===== src/rtl/cla_add_sequencer.sv =====
// Shared 4-bit carry-look-ahead adder sequenced nibble-by-nibble
// between two round-robin arbitrated requesters.
module carry_look_ahead_adder (
   input  logic [3:0] a,
   input  logic [3:0] b,
   input  logic       cin,
   output logic [3:0] s,
   output logic       cout
);
   logic [3:0] g, p;
   logic c1, c2, c3;

   assign g = a & b;
   assign p = a ^ b;

   assign c1 = g[0] | (p[0] & cin);
   assign c2 = g[1] | (p[1] & g[0]) | (p[1] & p[0] & cin);
   assign c3 = g[2] | (p[2] & g[1]) | (p[2] & p[1] & g[0])
             | (p[2] & p[1] & p[0] & cin);
   assign cout = g[3] | (p[3] & g[2]) | (p[3] & p[2] & g[1])
               | (p[3] & p[2] & p[1] & g[0])
               | (p[3] & p[2] & p[1] & p[0] & cin);

   assign s = p ^ {c3, c2, c1, cin};
endmodule

module cla_add_sequencer #(
   parameter int WIDTH = 16
) (
   input  logic             clk,
   input  logic             rst,
   input  logic             req0_valid,
   output logic             req0_ready,
   input  logic [WIDTH-1:0] req0_a,
   input  logic [WIDTH-1:0] req0_b,
   input  logic             req0_cin,
   input  logic             req1_valid,
   output logic             req1_ready,
   input  logic [WIDTH-1:0] req1_a,
   input  logic [WIDTH-1:0] req1_b,
   input  logic             req1_cin,
   output logic             res_valid,
   input  logic             res_ready,
   output logic [WIDTH-1:0] res_sum,
   output logic             res_cout,
   output logic             res_id
);
   localparam int NIB = WIDTH / 4;
   localparam int IW  = (NIB > 1) ? $clog2(NIB) : 1;

   typedef enum logic [1:0] {IDLE, ADD, DONE} state_t;

   state_t               state;
   logic [NIB-1:0][3:0]  a_r, b_r, sum_r;
   logic [IW-1:0]        nib_idx;
   logic                 carry;
   logic                 last_grant;
   logic                 id_r;
   logic                 grant0, grant1;
   logic                 hs0, hs1;
   logic [3:0]           s;
   logic                 co;

   // On a tie the requester not served last wins.
   assign grant0 = req0_valid && (!req1_valid || last_grant);
   assign grant1 = req1_valid && (!req0_valid || !last_grant);

   assign req0_ready = !rst && (state == IDLE) && grant0;
   assign req1_ready = !rst && (state == IDLE) && grant1;

   assign hs0 = req0_valid && req0_ready;
   assign hs1 = req1_valid && req1_ready;

   carry_look_ahead_adder u_cla (
      .a    (a_r[nib_idx]),
      .b    (b_r[nib_idx]),
      .cin  (carry),
      .s    (s),
      .cout (co)
   );

   assign res_sum  = sum_r;
   assign res_cout = carry;
   assign res_id   = id_r;

   always_ff @(posedge clk) begin
      if (rst) begin
         state      <= IDLE;
         res_valid  <= 1'b0;
         a_r        <= '0;
         b_r        <= '0;
         sum_r      <= '0;
         nib_idx    <= '0;
         carry      <= 1'b0;
         id_r       <= 1'b0;
         last_grant <= 1'b1;
      end else begin
         unique case (state)
            IDLE: begin
               if (hs0 || hs1) begin
                  a_r        <= hs1 ? req1_a : req0_a;
                  b_r        <= hs1 ? req1_b : req0_b;
                  carry      <= hs1 ? req1_cin : req0_cin;
                  id_r       <= hs1;
                  last_grant <= hs1;
                  nib_idx    <= '0;
                  state      <= ADD;
               end
            end
            ADD: begin
               sum_r[nib_idx] <= s;
               carry          <= co;
               if (nib_idx == IW'(NIB - 1)) begin
                  nib_idx   <= '0;
                  res_valid <= 1'b1;
                  state     <= DONE;
               end else begin
                  nib_idx <= nib_idx + 1'b1;
               end
            end
            DONE: begin
               if (res_ready) begin
                  res_valid <= 1'b0;
                  state     <= IDLE;
               end
            end
            default: state <= IDLE;
         endcase
      end
   end
endmodule

===== config.mk =====
export PLATFORM = sky130hd
export DESIGN_NAME = cla_add_sequencer
export DESIGN_NICKNAME = d
export VERILOG_FILES = /design/src/rtl/cla_add_sequencer.sv
export SDC_FILE = /design/constraint.sdc
export NUM_CORES = 1
export LEC_CHECK = 0
export BUFFER_PORTS_ARGS = -buffer_cell sky130_fd_sc_hd__buf_4
export CORE_ASPECT_RATIO = 1.2
export CORE_MARGIN = 2
export CORE_UTILIZATION = 55
export CTS_CLUSTER_SIZE = 16
export DETAILED_ROUTE_END_ITERATION = 12
export PLACE_DENSITY = 0.85
export SETUP_SLACK_MARGIN = 0.1
export SYNTH_ARGS = -nofsm -noshare
export SYNTH_HDL_FRONTEND = slang
export SYNTH_SLANG_ARGS = --single-unit
export TNS_END_PERCENT = 100

===== constraint.sdc =====
create_clock -name clk -period 3.6 [get_ports clk]
set_input_delay 0.18 -clock clk [delete_from_list [all_inputs] [get_ports clk]]
set_output_delay 0.18 -clock clk [all_outputs]
set_load 0.05 [all_outputs]

==> results of run 1 <==
-- routing by layer --
| layer | wire, µm | vias to the layer above | share of wire, % | global-route usage (%) |
|---|---|---|---|---|
| met5 | 0 | - | 0 | 0 |
| met4 | 34 | 0 | 0.54 | 4.20 |
| met3 | 301 | 5 | 4.8 | 3.38 |
| met2 | 3240 | 74 | 51 | 37.0 |
| met1 | 2750 | 1093 | 43 | 29.1 |
| li1 | - | 1187 | - | - |
-- metrics by stage --
step,total power [mW],instances
5_1_grt,1.61,424
3_3_place_gp,1.12,416
6_report,1.53,424
2_1_floorplan,1.01,280
4_1_cts,1.54,424
3_5_place_dp,1.14,416
-- sequential cells by signal, summed over array words and instances, names as in the netlist --
name and cells:
a_r 16, b_r 16, last_grant 1, nib_idx 2
res_cout 1, res_id 1, res_sum 16, res_valid 1
state 2
-- final timing paths --
kind / from / end / slack (ns)
worst max-delay path: nib_idx[0] / res_sum[3] / 0.78
worst min-delay path: res_ready / state[1] / 0.14
worst max register to register: nib_idx[0] / res_sum[3] / 0.78
worst min register to register: res_sum[1] / res_sum[1] / 0.46
-- kinds of logic after synthesis --
logic type / Yosys count
xor+xnor: 1
fa+ha+maj: 9
mux: 40
compound gates: 70
simple gates: 75
buf+inv: 29
flops: 56
-- final cells by class --
type	instances	area share (%)
flip-flops and latches	56	30.4
multi-input cells	195	44.2
inverters	7	0.712
well taps	62	2.10
repair buffers	96	19.5
clock buffers	5	1.87
clock inverters	3	1.15
-- critical path, stage by stage (launching register included) --
cell and delay [ns]:
dfxtp_1 0.75, mux4_2 0.61, ha_1 0.34, a211oi_1 0.29, nor2_1 0.11, o31ai_1 0.46, o31ai_1 0.12
-- cell usage in the layout, fill, tap and decap left out, types with 2 or more instances in the layout --
cell type,count
nand2_1,12
mux2i_1,32
a21oi_1,12
clkbuf_8,5
a21o_1,2
o31ai_1,6
o21ai_1,5
nand3_2,2
dfxtp_1,56
ha_1,8
a311oi_1,4
nor2_1,37
a211oi_1,5
nand2b_1,3
inv_2,3
buf_4,96
inv_1,4
a211o_1,2
mux4_2,8
nand3b_1,9
a211oi_2,29
and3_1,2
nor2b_1,2
nand3_1,5
-- power groups by stage --
stage          Clock, mW  Combinational, mW  Sequential [mW]
2_1_floorplan          0              0.260            0.750
6_report           0.409              0.406            0.714
3_3_place_gp           0              0.395            0.728
5_1_grt            0.444              0.439            0.723
3_5_place_dp           0              0.407            0.729
4_1_cts            0.416              0.408            0.715
==> metrics.txt, run 1 <==
status=complete, no violations; Clk pwr share=between 20 and 30%; max-cap violation count=0; Antenna Nets Post-Route=0; vias=2359; mux share of post-synthesis cell area=around 17%; Tmin final=between 2 and 3 ns; Sequential Power Share=between 40 and 50%; Antenna diodes=0; clk slew on worst S/H paths=around 0.10 ns; # setup viols final=0; DRT Wirelength=roughly 6300 µm; worst r2r path cells=6; Placement Setup Slack=approximately 0.80 ns; DR iter-0 viols=110; gp weighted congestion=between 0.7 and 0.8; Tot GR Track Use=a little over a fifth; Worst Hold Depth=4; share of the synthesized area in the top cell type=38.5%; Crit Path Category=reg2reg; NetSw=roughly 460 µW; Worst VDD drop=~0.28 mV; Overflow after GRT=0; fmax=about 0.35 GHz; detailed-route vias per instance=about 5.6; Synth Area in XOR/XNOR=0.301%; clk_lat worst skew=about 0.3 ns; Final #Nets=441; Die Y=between 80 and 90 µm; Initial Util=56.2%; Int Pwr=around 1.1 mW; Syn Nets=360; maximum root-to-sink buffer count=2; final worst-path cycle share=between 70 and 80%; CTS-repair resized insts=0; # Post-CTS Setup Buffers=0; Synth area leaders=dfxtp_1 38%, a211oi_2 12%, mux2i_1 11%; Slew @ Worst Pin=about 0.78 ns; Hold Crit Class=in2reg; Commonest cells post-synth=56 x dfxtp_1, 37 x nor2_1, 32 x mux2i_1; initial antenna violation count=0; sequential area share after synthesis=about 38%; final hold slack=approximately 0.14 ns; 1st-pass router iterations=4; post-synthesis adder-cell area fraction=4.12%; IO buf count=91; CP Max Fanout=13; Fin. Hold Viols=0; CP Launch Type=flip-flop; Critical Path AT=roughly 3 ns; Yosys top cell by area=dfxtp_1; Setup Skew=0.00507 ns; Die X=70.4 µm; Post-synth top flop=dfxtp_1; routed len/inst=around 15 µm; cell with the most instances after synthesis=dfxtp_1; clock sinks=56; FF+latch area=approximately 1100 µm²; post-DP HPWL=between 4000 and 5000 µm; DRC=0; final setup TNS=0 ns; Syn. warnings=0; mean post-synth cell area=~10 µm²; # hold bufs at CTS=0; Max Transition Viols Final=0; EDFF count, synth=0; combinational power share=26.5%; Design Area, Final=roughly 3700 µm²; sw frac=a little under a third; Ports=92; vias in the first global route=roughly 2200; htree depth=2; TritonCTS clock tree=built; Worst slew margin=about half; setup ws final=between 0.7 and 0.8 ns; Req. time, crit path=between 3 and 4 ns; CTS Buf Count=5; leakage power=between 1.5 and 2 nW; Synth Area in Simple Gates=approximately 12%; area of the multi-input gates=between 1500 and 2000 µm²; layout cells sized above 1=between 40% and 50%; Final Core Density=slightly above 70%; Distinct cells, synth=38; Syn Inst Count=280; pin count of the biggest net entering global routing=67; asr flop ratio synth=0%; fillers=398; mapped cell area=between 2000 and 3000 µm²; CTS root buffer=clkbuf_8; Core ar.=between 5000 and 6000 µm²; post-synthesis compound-gate area fraction=21.8%; synthesis-stage register bit count=56; placed cell areas=about 3600 µm²; Row Count=29; area grow syn2layout=26.6%; critical path capture point type=flip-flop; RSZ-0062 raised after global routing=no; Die Area=roughly 5900 µm²; first-pass GRT wire length=~10000 µm; largest family of logic cells by synthesized area=compound AO/OA/AOI/OAI gates; Power per Cell Area=between 400 and 500 nW/µm²
No activity file was read; power rests on OpenSTA's default activity.
==> inputs of run 2 (changes only) <==
--- a/config.mk
+++ b/config.mk
@@ -8,10 +8,10 @@
 export BUFFER_PORTS_ARGS = -buffer_cell sky130_fd_sc_hd__buf_4
 export CORE_ASPECT_RATIO = 1.2
 export CORE_MARGIN = 2
-export CORE_UTILIZATION = 55
+export CORE_UTILIZATION = 51
 export CTS_CLUSTER_SIZE = 16
 export DETAILED_ROUTE_END_ITERATION = 12
-export PLACE_DENSITY = 0.85
+export PLACE_DENSITY = 0.8
 export SETUP_SLACK_MARGIN = 0.1
 export SYNTH_ARGS = -nofsm -noshare
 export SYNTH_HDL_FRONTEND = slang
==> constraint.sdc (replaced) <==
create_clock -name clk -period 2.6 [get_ports clk]
set_input_delay 0.13 -clock clk [delete_from_list [all_inputs] [get_ports clk]]
set_output_delay 0.13 -clock clk [all_outputs]
set_load 0.05 [all_outputs]
==> run 2 against run 1 <==
Net effect:
- setup slack got worse by 0.53 ns
- count of clock-buffer cells in the layout did not move
- first-iteration DRC count rose by 28%
- global-route usage fell by 0.32 points
- critical path depth did not move
- clock power rose by 11%
- clock skew rose by 0.0026 ns
- core utilization fell by 5.0 points
- maximum frequency rose by 20%
- largest power group unchanged
- total power rose by 32%
- cell area rose by 0.24%
==> metrics.txt, run 2 (synthesis gave the netlist of run 1 again) <==
status=complete, no violations (unchanged); R2R Path Start=nib_idx[0] (unchanged); clk_lat worst skew=0.31 ns (was 0.30 ns); Die Area=6340 µm² (was 5900 µm²); Critical Path AT=2.59 ns (was 2.99 ns); Final #Nets=443 (was 441); CTS-repair resized insts=2 (was 0); final setup TNS=0 ns (unchanged); DR iter-0 viols=141 (was 110); fmax=0.426 GHz (was 0.355 GHz); # setup viols final=0 (unchanged); Max Transition Viols Final=0 (unchanged); Reg2Reg Setup Slack=0.25 ns (was 0.78 ns); vias in the first global route=2331 (was 2197); setup ws final=0.251 ns (was 0.781 ns); RSZ-0062 raised after global routing=no (unchanged); Worst VDD drop=0.288 mV (was 0.279 mV); Row Count=30 (was 29); vias=2347 (was 2359); Antenna Nets Post-Route=0 (unchanged); Tmin final=2.35 ns (was 2.82 ns); clock sinks=56 (unchanged); DRT Wirelength=6440 µm (was 6330 µm); # hold bufs at CTS=0 (unchanged); TritonCTS clock tree=built (unchanged); first-pass GRT wire length=10800 µm (was 10500 µm); Crit Reg-Reg Endpoint=res_sum[2] (was res_sum[3]); Tot GR Track Use=21.3% (was 21.7%); final worst-path cycle share=90.3% (was 78.3%); leakage power=1.69 nW (was 1.68 nW); Critical Path Source=nib_idx[0] (unchanged); fillers=478 (was 398); sw frac=31.2% (was 30.1%); detailed-route vias per instance=5.50 (was 5.56); Design Area, Final=3700 µm² (was 3690 µm²); Overflow after GRT=0 (unchanged); pin count of the biggest net entering global routing=67 (unchanged); FF+latch area=1120 µm² (about the same); final hold slack=0.0983 ns (was 0.139 ns); area of the multi-input gates=1640 µm² (was 1630 µm²); max-cap violation count=0 (unchanged); CP Max Fanout=8 (was 13); Sequential Power Share=48.8% (was 46.7%); combinational power share=28.8% (was 26.5%); CP Launch Type=flip-flop (unchanged); gp weighted congestion=0.720 (was 0.735); DRC=0 (unchanged); worst r2r path cells=6 (unchanged); placed cell areas=3610 µm² (was 3580 µm²); Antenna diodes=0 (unchanged); initial antenna violation count=0 (unchanged); Ports=92 (unchanged); # Post-CTS Setup Buffers=0 (unchanged); Req. time, crit path=2.84 ns (was 3.77 ns); Final Core Density=66.1% (was 71.1%); area grow syn2layout=26.9% (was 26.6%); Power per Cell Area=545 nW/µm² (was 415 nW/µm²); Crit Path Category=reg2reg (unchanged); NetSw=629 µW (was 461 µW); most common cell after layout, fill and taps aside=buf_4 (unchanged); layout cells sized above 1=41.3% (was 40.6%); CTS Buf Count=5 (unchanged); Initial Util=52.1% (was 56.2%); Setup crit end=res_sum[2] (was res_sum[3]); Hold Crit Class=in2reg (unchanged); 1st-pass router iterations=4 (unchanged); htree depth=2 (unchanged); Worst slew margin=48.0% (was 48.2%); maximum root-to-sink buffer count=2 (unchanged); Core ar.=5590 µm² (was 5190 µm²); commonest cells after routing, fill and taps aside=97 x buf_4, 55 x dfxtp_1, 37 x nor2_1, 32 x mux2i_1, 29 x a211oi_2 (was 96 x buf_4, 56 x dfxtp_1, 37 x nor2_1, 32 x mux2i_1, 29 x a211oi_2); IO buf count=91 (unchanged); Setup Skew=0.00764 ns (was 0.00507 ns); post-DP HPWL=4700 µm (was 4760 µm); Placement Setup Slack=-0.0672 ns (was 0.799 ns); Die X=73.0 µm (was 70.4 µm); Int Pwr=1.39 mW (was 1.07 mW); Die Y=86.8 µm (was 83.7 µm); Fin. Hold Viols=0 (unchanged); routed len/inst=15.1 µm (was 14.9 µm); clk slew on worst S/H paths=0.09 ns (was 0.10 ns); CTS root buffer=clkbuf_8 (unchanged); Clk pwr share=22.5% (was 26.8%); critical path capture point type=flip-flop (unchanged); Slew @ Worst Pin=0.780 ns (was 0.777 ns)
run 2: layout make-up:
type	instances	area share (%)
flip-flops and latches	56	30.4
clock buffers	5	1.86
well taps	64	2.17
clock inverters	2	0.338
repair buffers	98	20.2
inverters	7	0.711
multi-input cells	195	44.3
run 2: power groups by stage:
| stage | registers, mW | logic (mW) | clock network (mW) |
|---|---|---|---|
| floorplan | 1.04 | 0.361 | 0 |
| CTS | 0.984 | 0.582 | 0.464 |
| finish | 0.983 | 0.580 | 0.453 |
| global placement | 1.00 | 0.563 | 0 |
| detailed placement | 1.00 | 0.577 | 0 |
| global route | 0.995 | 0.628 | 0.502 |
run 2: per-stage QoR:
step / total power, mW / instances
after global placement: 1.57 / 420
after global routing: 2.12 / 427
after CTS: 2.03 / 427
after floorplan: 1.40 / 280
final: 2.02 / 427
after detailed placement: 1.58 / 420
run 2: how the worst min path moves through the flow:
stage / startpoint / to / slack (ns) / cells after the start
after floorplan: res_ready / state[1] / 0.30 / 3
after global placement: res_ready / state[1] / 0.41 / 4
after detailed placement: res_ready / state[1] / 0.43 / 4
after CTS: res_ready / state[1] / 0.1 / 4
after global routing: req1_b[8] / b_r[8] / 0.12 / 3
final: res_ready / state[1] / 0.1 / 4
run 2: critical path, stage by stage, from the launching register on:
cell      delay [ns]
dfxtp_4         0.44
mux4_2          0.56
ha_1            0.32
a211oi_1        0.30
nor2_1          0.11
or3_1           0.40
o21ai_1         0.16
run 2: routing by layer:
metal / routed length, µm / GRT usage [%] / vias up
met3: 310 / 4.53 / 6
met5: 0 / 0 / -
met4: 48 / 4.38 / 0
li1: - / - / 1191
met2: 3220 / 35.5 / 70
met1: 2860 / 28.5 / 1080
==> inputs of run 3 (changes only) <==
--- a/config.mk
+++ b/config.mk
@@ -8,10 +8,12 @@
 export BUFFER_PORTS_ARGS = -buffer_cell sky130_fd_sc_hd__buf_4
 export CORE_ASPECT_RATIO = 1.2
 export CORE_MARGIN = 2
-export CORE_UTILIZATION = 51
+export CORE_UTILIZATION = 53
+export CTS_BUF_LIST = sky130_fd_sc_hd__clkbuf_8
 export CTS_CLUSTER_SIZE = 16
 export DETAILED_ROUTE_END_ITERATION = 12
-export PLACE_DENSITY = 0.8
+export HOLD_SLACK_MARGIN = 0.08
+export PLACE_DENSITY = 0.83
 export SETUP_SLACK_MARGIN = 0.1
 export SYNTH_ARGS = -nofsm -noshare
 export SYNTH_HDL_FRONTEND = slang
==> run 3 against run 2 <==
Net effect:
- count of clock-buffer cells in the layout is 1 higher
- sequential share of layout area hardly changed
- via count is 3.7% higher
- combinational power is 1% lower
- worst hold slack worse by 0.0019 ns
- global-route usage is 0.51 points higher
- cell area hardly changed
- non-clock buffer count is 1 lower
- register-to-register slack hardly changed
- routed wire length is 0.67% lower
- core utilization is 3.7 points higher
- largest cell class unchanged
- largest power group unchanged
==> metrics.txt, run 3 (synthesis gave the netlist of run 1 again) <==
fmax=0.427 GHz (was 0.426 GHz); Worst VDD drop=0.368 mV (was 0.288 mV); Core ar.=5300 µm² (was 5590 µm²); CTS root buffer=clkbuf_8 (unchanged); Req. time, crit path=2.84 ns (about the same); vias=2434 (was 2347); most common cell after layout, fill and taps aside=buf_4 (unchanged); Slew @ Worst Pin=0.768 ns (was 0.780 ns); area grow syn2layout=26.9% (about the same); clk_lat worst skew=0.30 ns (was 0.31 ns); # hold bufs at CTS=0 (unchanged); first-pass GRT wire length=10700 µm (was 10800 µm); DR iter-0 viols=126 (was 141); clk slew on worst S/H paths=0.10 ns (was 0.09 ns); htree depth=2 (unchanged); Row Count=29 (was 30); fillers=426 (was 478); critical path capture point type=flip-flop (unchanged); Crit Path Category=reg2reg (unchanged); CP Max Fanout=12 (was 8); Initial Util=55.0% (was 52.1%); 1st-pass router iterations=4 (unchanged); R2R Path Start=nib_idx[1] (was nib_idx[0]); initial antenna violation count=0 (unchanged); post-DP HPWL=4750 µm (was 4700 µm); Max Transition Viols Final=0 (unchanged); Tmin final=2.34 ns (was 2.35 ns); commonest cells after routing, fill and taps aside=96 x buf_4, 55 x dfxtp_1, 37 x nor2_1, 32 x mux2i_1, 29 x a211oi_2 (was 97 x buf_4, 55 x dfxtp_1, 37 x nor2_1, 32 x mux2i_1, 29 x a211oi_2); DRC=0 (unchanged); detailed-route vias per instance=5.73 (was 5.50); Die Y=85.2 µm (was 86.8 µm); Setup Skew=0.00677 ns (was 0.00764 ns); max-cap violation count=0 (unchanged); hold path start=res_ready (unchanged); Worst slew margin=48.8% (was 48.0%); CP Launch Type=flip-flop (unchanged); Fin. Hold Viols=0 (unchanged); vias in the first global route=2375 (was 2331); Final #Nets=442 (was 443); routed len/inst=15.0 µm (was 15.1 µm); leakage power=1.69 nW (about the same); final setup TNS=0 ns (unchanged); Ports=92 (unchanged); # setup viols final=0 (unchanged); status=complete, no violations (unchanged); Antenna Nets Post-Route=0 (unchanged); maximum root-to-sink buffer count=2 (unchanged); Power per Cell Area=553 nW/µm² (was 545 nW/µm²); IO buf count=91 (unchanged); Final Core Density=69.8% (was 66.1%); Antenna diodes=0 (unchanged); Total Power=2.04 mW (was 2.02 mW); Die Area=6110 µm² (was 6340 µm²); Hold Crit Class=in2reg (unchanged); Die X=71.7 µm (was 73.0 µm); Overflow after GRT=0 (unchanged); DRT Wirelength=6390 µm (was 6440 µm); Placement Setup Slack=0.0112 ns (was -0.0672 ns); Critical Path Source=nib_idx[1] (was nib_idx[0]); Critical Path AT=2.58 ns (was 2.59 ns); TritonCTS clock tree=built (unchanged); layout cells sized above 1=41.3% (unchanged); setup ws final=0.259 ns (was 0.251 ns); clock sinks=56 (unchanged); final worst-path cycle share=90.0% (was 90.3%); RSZ-0062 raised after global routing=no (unchanged); pin count of the biggest net entering global routing=67 (unchanged); Tot GR Track Use=21.8% (was 21.3%); gp weighted congestion=0.728 (was 0.720); CTS Buf Count=5 (unchanged)
==> run 3: worst paths after layout <==
| check | depth (start not counted) | slack (ns) | to |
|---|---|---|---|
| hold / removal | 4 | 0.1 | state[1] |
| hold reg to reg | 2 | 0.46 | res_sum[13] |
| setup / recovery | 6 | 0.26 | res_sum[2] |
| setup reg to reg | 6 | 0.26 | res_sum[2] |
==> run 3: repair_timing <==
action	4_1_cts	5_1_grt
endpoints found under the hold margin	0	0
pin swaps	0	0
setup endpoints to repair	4	1
setup buffers	0	0
gates resized for setup	2	1
==> run 3: power breakdown <==
part	leakage [nW]	internal [mW]	switching, mW
Sequential	0.458	0.929	0.0568
Clock	0.0510	0.213	0.271
Combinational	1.18	0.273	0.301
Total	1.69	1.42	0.629
==> run 3: final cells by class <==
cell class / count / area, µm² / share of cell area (%)
clock inverter: 2 / 10.0 / 0.271
timing repair buffer: 97 / 741 / 20.0
inverter: 7 / 26.3 / 0.710
tap: 62 / 77.6 / 2.10
clock buffer: 6 / 82.6 / 2.23
sequential: 56 / 1120 / 30.4
multi-input combinational: 195 / 1640 / 44.2
==> run 3: stage by stage <==
stage	instances	area, µm²	hold WS, ns
after CTS	425	3700	0.0921
after detailed placement	417	3600	0.428
after global routing	425	3700	0.100
after floorplan	280	2910	0.303
after global placement	417	3600	0.409
final	425	3700	0.0964
==> run 3: per-layer routing <==
layer  up-vias  GRT usage (%)  part of all wire, %
met3         9           3.09                  4.8
met4         0           7.72                  1.6
met2        73           37.4                   51
met1      1146           28.0                   42
li1       1206              -                    -
met5         -              0                    0
==> run 3: critical path: stages, from the launching register on <==
cell	delay, ns
dfxtp_1	0.64
mux4_2	0.43
ha_1	0.31
a211oi_1	0.23
nor2_1	0.10
or3_1	0.40
o21ai_1	0.16
